$ cat config.mk
export PLATFORM = sky130hd
export DESIGN_NAME = pipe_hazard_ctrl_flat
export DESIGN_NICKNAME = d
export VERILOG_FILES = /design/src/rtl/pipe_hazard_ctrl_pkg.sv /design/src/rtl/pipe_hazard_ctrl_if.sv /design/src/rtl/pipe_hazard_ctrl_reg_use_decode.sv /design/src/rtl/pipe_hazard_ctrl.sv /design/src/flat_wrapper.sv
export SDC_FILE = /design/constraint.sdc
export NUM_CORES = 1
export LEC_CHECK = 0
export CAP_MARGIN = 20
export CORE_MARGIN = 4
export CORE_UTILIZATION = 28
export DETAILED_ROUTE_END_ITERATION = 16
export GPL_TIMING_DRIVEN = 0
export PLACE_DENSITY = 0.59
export SYNTH_ARGS = -nofsm -noshare
export SYNTH_HDL_FRONTEND = slang
export SYNTH_SLANG_ARGS = --single-unit
export TNS_END_PERCENT = 50
$ cat constraint.sdc
create_clock -name clk -period 4.1 [get_ports clk]
set_input_delay 0.82 -clock clk [delete_from_list [all_inputs] [get_ports clk]]
set_output_delay 0.82 -clock clk [all_outputs]
set_load 0.03 [all_outputs]
$ cat src/rtl/pipe_hazard_ctrl_pkg.sv
// Shared types and constants for the RV32I hazard/redirect controller.
package hazard_pkg;

  localparam logic [6:0] LUI    = 7'b0110111;
  localparam logic [6:0] AUIPC  = 7'b0010111;
  localparam logic [6:0] JAL    = 7'b1101111;
  localparam logic [6:0] JALR   = 7'b1100111;
  localparam logic [6:0] BRANCH = 7'b1100011;
  localparam logic [6:0] LOAD   = 7'b0000011;
  localparam logic [6:0] STORE  = 7'b0100011;
  localparam logic [6:0] OP_IMM = 7'b0010011;
  localparam logic [6:0] OP     = 7'b0110011;

  localparam logic [31:0] NOP = 32'h0000_0013;

  typedef enum logic [1:0] {FWD_REG = 2'd0, FWD_ALU_E = 2'd1, FWD_WB = 2'd2} fwd_sel_t;
  typedef enum logic [1:0] {RUN = 2'd0, STALL = 2'd1, REDIR = 2'd2} hz_state_t;

  typedef struct packed {
    logic [4:0] rd;
    logic [4:0] rs1;
    logic [4:0] rs2;
    logic       wr_rd;
    logic       rd_rs1;
    logic       rd_rs2;
    logic       is_load;
  } reg_use_t;

  // True when a used source register is produced by instruction p.
  function automatic logic src_match(logic used, logic [4:0] rs, reg_use_t p);
    return used && p.wr_rd && (rs == p.rd);
  endfunction

endpackage

$ cat src/rtl/pipe_hazard_ctrl_if.sv
// Pipeline-side bundle: instructions in each stage in, hazard controls out.
interface pipe_hazard_ctrl_if #(parameter int XLEN = 32);
  logic [31:0]     instr_F, instr_D, instr_E, instr_M;
  logic            pc_sel, hold;
  logic            stall_F, bubble_D, flush_F, flush_D, freeze;
  logic            dec_byp_a, dec_byp_b;
  logic [1:0]      fwd_a_sel, fwd_b_sel, state;
  logic [XLEN-1:0] stall_cnt, flush_cnt;

  modport master (
    output instr_F, instr_D, instr_E, instr_M, pc_sel, hold,
    input  stall_F, bubble_D, flush_F, flush_D, freeze, dec_byp_a, dec_byp_b,
    input  fwd_a_sel, fwd_b_sel, state, stall_cnt, flush_cnt
  );

  modport slave (
    input  instr_F, instr_D, instr_E, instr_M, pc_sel, hold,
    output stall_F, bubble_D, flush_F, flush_D, freeze, dec_byp_a, dec_byp_b,
    output fwd_a_sel, fwd_b_sel, state, stall_cnt, flush_cnt
  );
endinterface

$ cat src/rtl/pipe_hazard_ctrl_reg_use_decode.sv
// Per-stage decode of which architectural registers an instruction reads/writes.
module reg_use_decode
  import hazard_pkg::*;
#(
  parameter logic [31:0] NOP = hazard_pkg::NOP
) (
  input  logic [31:0] instr_i,
  output reg_use_t    ru_o
);

  logic [6:0] opc;
  logic       empty;

  assign opc   = instr_i[6:0];
  assign empty = (instr_i == NOP) || (instr_i == '0);

  always_comb begin
    ru_o     = '0;
    ru_o.rd  = instr_i[11:7];
    ru_o.rs1 = instr_i[19:15];
    ru_o.rs2 = instr_i[24:20];
    case (opc)
      LUI, AUIPC, JAL: ru_o.wr_rd = 1'b1;
      JALR:   begin ru_o.wr_rd = 1'b1; ru_o.rd_rs1 = 1'b1; end
      BRANCH: begin ru_o.rd_rs1 = 1'b1; ru_o.rd_rs2 = 1'b1; end
      LOAD:   begin ru_o.wr_rd = 1'b1; ru_o.rd_rs1 = 1'b1; ru_o.is_load = 1'b1; end
      STORE:  begin ru_o.rd_rs1 = 1'b1; ru_o.rd_rs2 = 1'b1; end
      OP_IMM: begin ru_o.wr_rd = 1'b1; ru_o.rd_rs1 = 1'b1; end
      OP:     begin ru_o.wr_rd = 1'b1; ru_o.rd_rs1 = 1'b1; ru_o.rd_rs2 = 1'b1; end
      default: ;
    endcase
    // x0 is hardwired, so a write to it produces nothing to forward.
    if (ru_o.rd == 5'd0) ru_o.wr_rd = 1'b0;
    if (empty) ru_o = '0;
  end

endmodule

$ cat src/rtl/pipe_hazard_ctrl.sv
// Stall/bubble/flush/bypass generation for the F->D->E->M register pipeline,
// with a small sequencing FSM and stall/flush event counters.
module pipe_hazard_ctrl
  import hazard_pkg::*;
#(
  parameter int          XLEN = 32,
  parameter logic [31:0] NOP  = hazard_pkg::NOP
) (
  input  logic               clk,
  input  logic               rst,
  pipe_hazard_ctrl_if.slave  hz
);

  localparam int NSTG = 4;

  logic [NSTG-1:0][31:0] instr;
  reg_use_t              ru [NSTG];

  assign instr = {hz.instr_M, hz.instr_E, hz.instr_D, hz.instr_F};

  for (genvar g = 0; g < NSTG; g++) begin : g_dec
    reg_use_decode #(.NOP(NOP)) u_dec (.instr_i(instr[g]), .ru_o(ru[g]));
  end

  reg_use_t ru_f, ru_d, ru_e, ru_m;
  assign ru_f = ru[0];
  assign ru_d = ru[1];
  assign ru_e = ru[2];
  assign ru_m = ru[3];

  logic unused_ru;
  assign unused_ru = ^{ru_f, ru_d, ru_e, ru_m};

  logic ld_use, redirect, lu_stall;

  assign ld_use   = ru_d.is_load &&
                    (src_match(ru_f.rd_rs1, ru_f.rs1, ru_d) ||
                     src_match(ru_f.rd_rs2, ru_f.rs2, ru_d));
  assign redirect = !hz.hold && hz.pc_sel;
  assign lu_stall = !hz.hold && !hz.pc_sel && ld_use;

  assign hz.freeze    = hz.hold;
  assign hz.stall_F   = lu_stall;
  assign hz.bubble_D  = lu_stall;
  assign hz.flush_F   = redirect;
  assign hz.flush_D   = redirect;
  assign hz.dec_byp_a = !hz.hold && src_match(ru_f.rd_rs1, ru_f.rs1, ru_m);
  assign hz.dec_byp_b = !hz.hold && src_match(ru_f.rd_rs2, ru_f.rs2, ru_m);

  // A load in D has no ALU result yet; its consumer is stalled until it reaches E.
  function automatic fwd_sel_t fwd_pick(logic used, logic [4:0] rs, reg_use_t d, reg_use_t e);
    if (src_match(used, rs, d) && !d.is_load) return FWD_ALU_E;
    if (src_match(used, rs, e))               return FWD_WB;
    return FWD_REG;
  endfunction

  fwd_sel_t        fwd_a_d, fwd_b_d, fwd_a_q, fwd_b_q;
  hz_state_t       state_d, state_q;
  logic [XLEN-1:0] stall_cnt_q, flush_cnt_q;

  assign fwd_a_d = fwd_pick(ru_f.rd_rs1, ru_f.rs1, ru_d, ru_e);
  assign fwd_b_d = fwd_pick(ru_f.rd_rs2, ru_f.rs2, ru_d, ru_e);

  always_comb begin
    state_d = state_q;
    if (!hz.hold) begin
      if (redirect)      state_d = REDIR;
      else if (lu_stall) state_d = STALL;
      else               state_d = RUN;
    end
  end

  always_ff @(posedge clk or negedge rst) begin
    if (!rst) state_q <= RUN;
    else      state_q <= state_d;
  end

  // Bubble/flush zero the selects along with the D-reg; stall always pairs with bubble.
  always_ff @(posedge clk or negedge rst) begin
    if (!rst) begin
      fwd_a_q     <= FWD_REG;
      fwd_b_q     <= FWD_REG;
      stall_cnt_q <= '0;
      flush_cnt_q <= '0;
    end else if (!hz.hold) begin
      if (lu_stall || redirect) begin
        fwd_a_q <= FWD_REG;
        fwd_b_q <= FWD_REG;
      end else begin
        fwd_a_q <= fwd_a_d;
        fwd_b_q <= fwd_b_d;
      end
      if (lu_stall) stall_cnt_q <= stall_cnt_q + 1'b1;
      if (redirect) flush_cnt_q <= flush_cnt_q + 1'b1;
    end
  end

  assign hz.fwd_a_sel = fwd_a_q;
  assign hz.fwd_b_sel = fwd_b_q;
  assign hz.state     = state_q;
  assign hz.stall_cnt = stall_cnt_q;
  assign hz.flush_cnt = flush_cnt_q;

endmodule

$ cat src/flat_wrapper.sv
// flat-port wrapper written by rule: the top's interface ports become plain ports
module pipe_hazard_ctrl_flat import hazard_pkg::*;
#(
  parameter int          XLEN = 32,
  parameter logic [31:0] NOP  = hazard_pkg::NOP
)
  (clk, rst, hz_instr_F, hz_instr_D, hz_instr_E, hz_instr_M, hz_pc_sel, hz_hold, hz_stall_F, hz_bubble_D, hz_flush_F, hz_flush_D, hz_freeze, hz_dec_byp_a, hz_dec_byp_b, hz_fwd_a_sel, hz_fwd_b_sel, hz_state, hz_stall_cnt, hz_flush_cnt);
  pipe_hazard_ctrl_if #(.XLEN(XLEN)) hz_i ();
  input  logic clk;
  input  logic rst;
  input wire logic [$bits(hz_i.instr_F)-1:0] hz_instr_F;
  input wire logic [$bits(hz_i.instr_D)-1:0] hz_instr_D;
  input wire logic [$bits(hz_i.instr_E)-1:0] hz_instr_E;
  input wire logic [$bits(hz_i.instr_M)-1:0] hz_instr_M;
  input wire logic [$bits(hz_i.pc_sel)-1:0] hz_pc_sel;
  input wire logic [$bits(hz_i.hold)-1:0] hz_hold;
  output wire logic [$bits(hz_i.stall_F)-1:0] hz_stall_F;
  output wire logic [$bits(hz_i.bubble_D)-1:0] hz_bubble_D;
  output wire logic [$bits(hz_i.flush_F)-1:0] hz_flush_F;
  output wire logic [$bits(hz_i.flush_D)-1:0] hz_flush_D;
  output wire logic [$bits(hz_i.freeze)-1:0] hz_freeze;
  output wire logic [$bits(hz_i.dec_byp_a)-1:0] hz_dec_byp_a;
  output wire logic [$bits(hz_i.dec_byp_b)-1:0] hz_dec_byp_b;
  output wire logic [$bits(hz_i.fwd_a_sel)-1:0] hz_fwd_a_sel;
  output wire logic [$bits(hz_i.fwd_b_sel)-1:0] hz_fwd_b_sel;
  output wire logic [$bits(hz_i.state)-1:0] hz_state;
  output wire logic [$bits(hz_i.stall_cnt)-1:0] hz_stall_cnt;
  output wire logic [$bits(hz_i.flush_cnt)-1:0] hz_flush_cnt;
  assign hz_i.instr_F = hz_instr_F;
  assign hz_i.instr_D = hz_instr_D;
  assign hz_i.instr_E = hz_instr_E;
  assign hz_i.instr_M = hz_instr_M;
  assign hz_i.pc_sel = hz_pc_sel;
  assign hz_i.hold = hz_hold;
  assign hz_stall_F = hz_i.stall_F;
  assign hz_bubble_D = hz_i.bubble_D;
  assign hz_flush_F = hz_i.flush_F;
  assign hz_flush_D = hz_i.flush_D;
  assign hz_freeze = hz_i.freeze;
  assign hz_dec_byp_a = hz_i.dec_byp_a;
  assign hz_dec_byp_b = hz_i.dec_byp_b;
  assign hz_fwd_a_sel = hz_i.fwd_a_sel;
  assign hz_fwd_b_sel = hz_i.fwd_b_sel;
  assign hz_state = hz_i.state;
  assign hz_stall_cnt = hz_i.stall_cnt;
  assign hz_flush_cnt = hz_i.flush_cnt;
  pipe_hazard_ctrl #(.XLEN(XLEN), .NOP(NOP)) u_core (.clk(clk), .rst(rst), .hz(hz_i));
endmodule
==> qor.txt, run 1 <==
outcome: finished, final reports clean
Slowest cell on crit path: clkdlybuf4s50_1
Pleak: 2.54 nW
Iteration-0 DRC Markers: 137
n_diodes: 0
commonest non-fill, non-tap cell in the layout: clkdlybuf4s50_1
EDFF count, synth: 0
CP Cell Sequence: clkdlybuf4s50_1, xor2_1, nor3_2, nand3_2, nor3_1, nor2_1, nor2_1, clkdlybuf4s50_1
Num CTS Buffers: 9
TritonCTS clock tree: yes
via/cell ratio: 4.71
startpoint types: primary input
post-synth cell types: 48
Root Buffer: clkbuf_16
Setup Viol. Count Final: 0
nets: 675
Area Growth Syn to Fin: 52.0%
first-pass GRT wire length: 18,100 µm
# rows: 43
CTS Sinks: 70
final hold slack: 372 ps
I/O Buffers: 148
GRT overflow: 0
clock latency on the worst-skew pair: 330 ps
worst setup path class: primary input to output pin
initial core utilization: 0.286
largest net degree at the start of global routing: 52
Least-Margin Pin Slew: 700 ps
Die Wd: 127 µm
Yosys reg bits: 70
HPWL after DPL: 8770 µm
Seq/Total Area, Yosys: 0.442
clk slew on worst S/H paths: 60 ps
Die Area: 16,100 µm²
Fillers: 1,360
Longest Clk Path Bufs: 2
Residual DRC: 0
WL/cell: 15.2 µm
Max Transition Viols Final: 0
Fin. Hold Viols: 0
Max-slew headroom: 0.532
CP bufs+invs: 2
max incr delay on CP: 740 ps
Top FF cell, synth: dfrtp_1
min-delay worst type: primary input to asynchronous set/reset pin
Max Cap Viol: 0
GPL Wtd Cong: 0.855
most frequent cells in the layout: 145 x clkdlybuf4s50_1, 70 x dfrtp_1, 58 x xor2_1, 39 x nand2_1, 34 x xnor2_1
drt total wl: 11,100 µm
Avg Cell Area, Syn: 10.4 µm²
Vias: 3,420
post-synthesis cell count: 381
peak supply drop: 196 µV
clock skew: 7.01 ps
Core Area: 13,900 µm²
Power Density: 317 nW/µm²
worst setup margin: 120 ps
Cell Area, Synth: 3960 µm²
minimum clock period after layout: 3980 ps
CP Max Fanout: 5
Worst setup EP type: output pin
Tot Pwr: 1.91 mW
number of global-route vias before repair: 3,611
arrival time worst endpoint: 3160 ps
CTS Hold Bufs: 0
Routed Antenna Nets: 0
RSZ-0062 raised after global routing: no
global-route usage over all layers: 0.140
Final period util: 0.971
Pre-antenna DRT Iters: 6
final core utilization: 0.434
htree depth: 3
Syn Nets: 515
crit-path leading delay family: buffers and inverters
fmax: 251 MHz
warnings from Yosys: 0
Worst EP required: 3280 ps
worst slack, placed: -137 ps
# IOs: 209
initial antenna violation count: 0
share of async-settable or async-resettable flops after synthesis: 1.00
layout cell share with drive strength beyond 1: 0.114
Die Span Y: 127 µm
-- layer usage --
metal | global-route usage | wire length (µm) | vias up
met5 | 0 | 0 | -
met4 | 0.0385 | 87 | 0
met3 | 0.0477 | 831 | 6
met2 | 0.239 | 5450 | 124
met1 | 0.167 | 4680 | 1618
li1 | - | - | 1672
-- through the flow --
| stage | TNS, ps | std cells | area (µm²) |
|---|---|---|---|
| detailed placement | -188 | 710 | 5700 |
| finish | 0 | 726 | 6020 |
| global route | 0 | 726 | 6020 |
| CTS | 0 | 726 | 6020 |
| floorplan | 0 | 381 | 3960 |
| global placement | -19890 | 709 | 5670 |
-- Yosys cell counts (2+ instances only) --
cell / number / area share
o31a_1: 2 / 0.0044
xnor2_1: 34 / 0.075
nor3_1: 17 / 0.021
and3_1: 8 / 0.013
xor2_1: 58 / 0.13
buf_6: 3 / 0.0085
nand3_1: 21 / 0.027
nand2_1: 39 / 0.037
a21o_1: 2 / 0.0038
ha_1: 2 / 0.0063
and2_1: 3 / 0.0047
dfrtp_1: 70 / 0.44
nand3b_1: 3 / 0.0057
nor2_1: 23 / 0.022
nand4_1: 11 / 0.017
o21ai_0: 5 / 0.0063
nor4_2: 10 / 0.032
or4_1: 2 / 0.0038
nor4_1: 13 / 0.021
nor3_2: 12 / 0.030
buf_4: 4 / 0.0076
and4_1: 7 / 0.015
o2111ai_1: 3 / 0.0066
buf_2: 3 / 0.0038
o31ai_1: 2 / 0.0038
mux2_2: 2 / 0.0057
-- sequential cells by signal (all words and copies together) (netlist names) --
register	flops
u_core.hz.flush_cnt	32
u_core.hz.fwd_a_sel	2
u_core.hz.fwd_b_sel	2
u_core.hz.stall_cnt	32
u_core.hz.state	2
-- cells by family (layout without fill, tap and decap cells) --
| kind of cell | after synthesis | after routing | share of synthesized area |
|---|---|---|---|
| simple gates | 184 | 184 | 0.286 |
| xor+xnor | 92 | 92 | 0.203 |
| compound gates | 19 | 19 | 0.0350 |
| fa+ha+maj | 2 | 2 | 0.00631 |
| buf+inv | 12 | 177 | 0.0218 |
| mux | 2 | 2 | 0.00568 |
| flops | 70 | 70 | 0.442 |
-- report_power, final --
| part | leakage [nW] | switching [mW] | internal [mW] | total, mW |
|---|---|---|---|---|
| logic | 1.42 | 0.162 | 0.166 | 0.327 |
| registers | 0.967 | 0.0329 | 0.720 | 0.753 |
| clock network | 0.152 | 0.295 | 0.532 | 0.826 |
-- layout make-up --
type	instances	area, µm²	share of cell area
clock inverter	6	86.3	0.0143
buffer	10	77.6	0.0129
multi-input combinational	299	2130	0.354
sequential	70	1750	0.291
timing repair buffer	150	1520	0.252
tap	180	225	0.0374
inverter	1	3.75	0.000623
clock buffer	10	229	0.0380
-- path summary, 6_finish.rpt --
| path | startpoint | to | slack, ps | cells past startpoint |
|---|---|---|---|---|
| setup reg to reg | u_core.hz.stall_cnt[0] | u_core.hz.stall_cnt[31] | 1930 | 6 |
| min in group clk | u_core.hz.flush_cnt[31] | u_core.hz.flush_cnt[31] | 470 | 1 |
| hold reg to reg | u_core.hz.flush_cnt[31] | u_core.hz.flush_cnt[31] | 470 | 1 |
| hold / removal | rst | u_core.hz.flush_cnt[8] | 370 | 1 |
| setup / recovery | hz_instr_F[15] | hz_bubble_D | 120 | 8 |
| max in group asynchronous | rst | u_core.hz.stall_cnt[14] | 3190 | 2 |
-- what timing repair did --
action | CTS | global route
setup endpoints to repair | 3 | 1
setup buffers | 1 | 0
pin swaps | 1 | 0
gates resized for setup | 3 | 1
Power figures use the tool's default switching activity.
==> inputs of run 2 (changes only) <==
--- a/config.mk
+++ b/config.mk
@@ -14,4 +14,3 @@
 export SYNTH_ARGS = -nofsm -noshare
 export SYNTH_HDL_FRONTEND = slang
 export SYNTH_SLANG_ARGS = --single-unit
-export TNS_END_PERCENT = 50
==> results of run 2 <==
No change in the layout: final DEF, timing and power equal those of run 1.
==> inputs of run 3 (changes only) <==
--- a/config.mk
+++ b/config.mk
@@ -5,12 +5,13 @@
 export SDC_FILE = /design/constraint.sdc
 export NUM_CORES = 1
 export LEC_CHECK = 0
+export ABC_AREA = 1
 export CAP_MARGIN = 20
 export CORE_MARGIN = 4
 export CORE_UTILIZATION = 28
 export DETAILED_ROUTE_END_ITERATION = 16
 export GPL_TIMING_DRIVEN = 0
-export PLACE_DENSITY = 0.59
+export PLACE_DENSITY = 0.56
 export SYNTH_ARGS = -nofsm -noshare
 export SYNTH_HDL_FRONTEND = slang
 export SYNTH_SLANG_ARGS = --single-unit
==> run 3 against run 2 <==
Effect of this change:
- register-to-register slack better by 170 ps
- clock-buffer cell count unchanged
- critical path type unchanged
- via count up 39%
- synthesized area up 21%
- combinational power down 1%
- final cell count up 44%
- clock power up 2.8%
- highest routed layer unchanged
- sequential share of layout area down 3.6 points
- non-clock buffer count down 2
- power up 1.1%
- fmax up 4.7%
==> qor.txt, run 3 <==
HPWL after DPL: 11,500 µm
Cell Area, Synth: 4780 µm²
EDFF count, synth: 0
TritonCTS clock tree: yes
minimum clock period after layout: 3800 ps
peak supply drop: 417 µV
Max Transition Viols Final: 0
startpoint types: primary input
Stages on worst setup path: 8
I/O Buffers: 146
WL/cell: 13.7 µm
GRT overflow: 0
most frequent cells in the layout: 209 x nand2_1, 143 x clkdlybuf4s50_1, 88 x nor2_1, 70 x dfrtp_1, 66 x inv_1
Register-to-Register Path Depth: 9
most common cell in the netlist: nand2_1
drt total wl: 14,400 µm
Sw Ratio: 0.265
Non-Filler Instances: 1,048
CP dominant cell by count: clkdlybuf4s50_1
Top FF cell, synth: dfrtp_1
Fin. Hold Viols: 0
RSZ-0062 raised after global routing: no
Die Wd: 139 µm
top-area cell type share of the netlist area: 0.366
switching pwr: 510 µW
htree depth: 3
CTS Sinks: 70
Tot Pwr: 1.93 mW
global-route usage over all layers: 0.149
Residual DRC: 0
worst r2r src: u_core.hz.stall_cnt[0]
CP bufs+invs: 3
initial core utilization: 0.287
CP Cell Sequence: clkdlybuf4s50_1, nand2_1, inv_2, nand4_1, a211oi_1, nand3_1, nor3_1, clkdlybuf4s50_1
end of the worst register-to-register path: u_core.hz.stall_cnt[26]
clk slew on worst S/H paths: 60 ps
GPL Wtd Cong: 0.928
logic gate share of total power: 0.168
post-synth cell types: 42
Longest Clk Path Bufs: 2
max incr delay on CP: 720 ps
clock latency on the worst-skew pair: 330 ps
Area Growth Syn to Fin: 43.7%
Root Buffer: clkbuf_16
via/cell ratio: 4.52
CTS Hold Bufs: 0
Max-slew headroom: 0.618
Worst EP required: 3280 ps
post-synthesis cell count: 665
CP Max Fanout: 3
Num CTS Buffers: 9
crit-path leading delay family: buffers and inverters
min-delay worst type: primary input to asynchronous set/reset pin
Inst Count DP: 1,032
Pre-antenna DRT Iters: 4
Syn Nets: 799
Routed Antenna Nets: 0
largest net degree at the start of global routing: 67
nets: 957
share of async-settable or async-resettable flops after synthesis: 1.00
clock skew: 6.10 ps
Pleak: 3.15 nW
layout cell share with drive strength beyond 1: 0.0700
Slowest cell on crit path: clkdlybuf4s50_1
Power Density: 280 nW/µm²
Iteration-0 DRC Markers: 277
n_diodes: 0
Clock power frac: 0.441
# rows: 47
Core Area: 16,600 µm²
Internal: 1.42 mW
commonest non-fill, non-tap cell in the layout: nand2_1
Vias: 4,742
Setup Viol. Count Final: 0
buffer count from post-CTS setup fixing: 0
Worst setup EP type: output pin
Flop pwr share: 0.392
first-pass GRT wire length: 23,700 µm
Die Area: 19,200 µm²
number of global-route vias before repair: 4,594
Seq/Total Area, Yosys: 0.366
initial antenna violation count: 0
# IOs: 209
synth top area cells: dfrtp_1 37%, nand2_1 16%, xor2_1 7.9%, nor2_1 6.9%, inv_1 5.2%
outcome: finished, final reports clean
warnings from Yosys: 0
fmax: 263 MHz
Die Span Y: 139 µm
Max Cap Viol: 0
Avg Cell Area, Syn: 7.19 µm²
Final period util: 0.928
arrival time worst endpoint: 2980 ps
Commonest cells post-synth: 209 x nand2_1, 88 x nor2_1, 70 x dfrtp_1
worst setup path class: primary input to output pin
r2r setup slk: 2100 ps
dominant cell type by area after synthesis: dfrtp_1
Yosys reg bits: 70
Least-Margin Pin Slew: 568 ps
[run 3: worst register-to-register path, delay by kind of cell (launching register included)]
| kind | cells | cell delay (ps) |
|---|---|---|
| buffers and inverters | 1 | 160 |
| XOR/XNOR | 1 | 150 |
| AO/OA/AOI/OAI | 1 | 60 |
| AND/OR/NAND/NOR | 5 | 830 |
| flip-flops | 1 | 440 |
| adder cells (fa/ha/maj) | 1 | 260 |
[run 3: timing repair]
| item | CTS | global route |
|---|---|---|
| gates resized for setup | 0 | 2 |
| endpoints found under the hold margin | 0 | 0 |
| setup endpoints to repair | 0 | 2 |
[run 3: cell type report]
| type | instances | area [µm²] |
|---|---|---|
| repair buffers | 147 | 1490 |
| plain buffers | 11 | 83.8 |
| flip-flops and latches | 70 | 1750 |
| multi-input cells | 512 | 2670 |
| well taps | 220 | 275 |
| fillers | 1728 | 9770 |
| inverters | 72 | 273 |
| clock inverters | 6 | 85.1 |
| clock buffers | 10 | 239 |
[run 3: metrics by stage]
stage	utilization	area, µm²	hold WS, ps	setup TNS [ps]	setup slack [ps]
global placement	0.392	6520	460	-30670	-445
detailed placement	0.393	6540	465	0	13.4
global route	0.413	6870	274	0	188
finish	0.413	6870	291	0	297
floorplan	-	4780	524	0	868
CTS	0.413	6870	279	0	2.32
[run 3: layer usage]
layer / GRT usage / vias up / part of all wire
met5: 0 / - / 0
met4: 0.0396 / 0 / 0.022
met3: 0.0383 / 20 / 0.046
met2: 0.238 / 121 / 0.46
met1: 0.203 / 2153 / 0.47
li1: - / 2448 / -
[run 3: worst max path at each step]
stage                         from                      to
detailed placement  hz_instr_F[23]              hz_stall_F
global route        hz_instr_F[23]              hz_stall_F
CTS                 hz_instr_F[23]              hz_stall_F
floorplan            hz_instr_F[2]              hz_stall_F
global placement               rst  u_core.hz.flush_cnt[4]
finish               hz_instr_F[0]            hz_dec_byp_b
[run 3: cell families after synthesis]
| kind of cell | Yosys count | share of synthesized area |
|---|---|---|
| xor+xnor | 71 | 0.130 |
| simple gates | 405 | 0.382 |
| buf+inv | 83 | 0.0746 |
| flops | 70 | 0.366 |
| compound gates | 34 | 0.0414 |
| fa+ha+maj | 2 | 0.00523 |
[run 3: power by group through the flow]
stage	Clock, mW	Sequential (mW)	Combinational, mW
6_report	0.849	0.755	0.323
5_1_grt	0.909	0.760	0.353
4_1_cts	0.876	0.755	0.327
3_5_place_dp	0	0.767	0.324
3_3_place_gp	0	0.768	0.319
2_1_floorplan	0	0.810	0.101
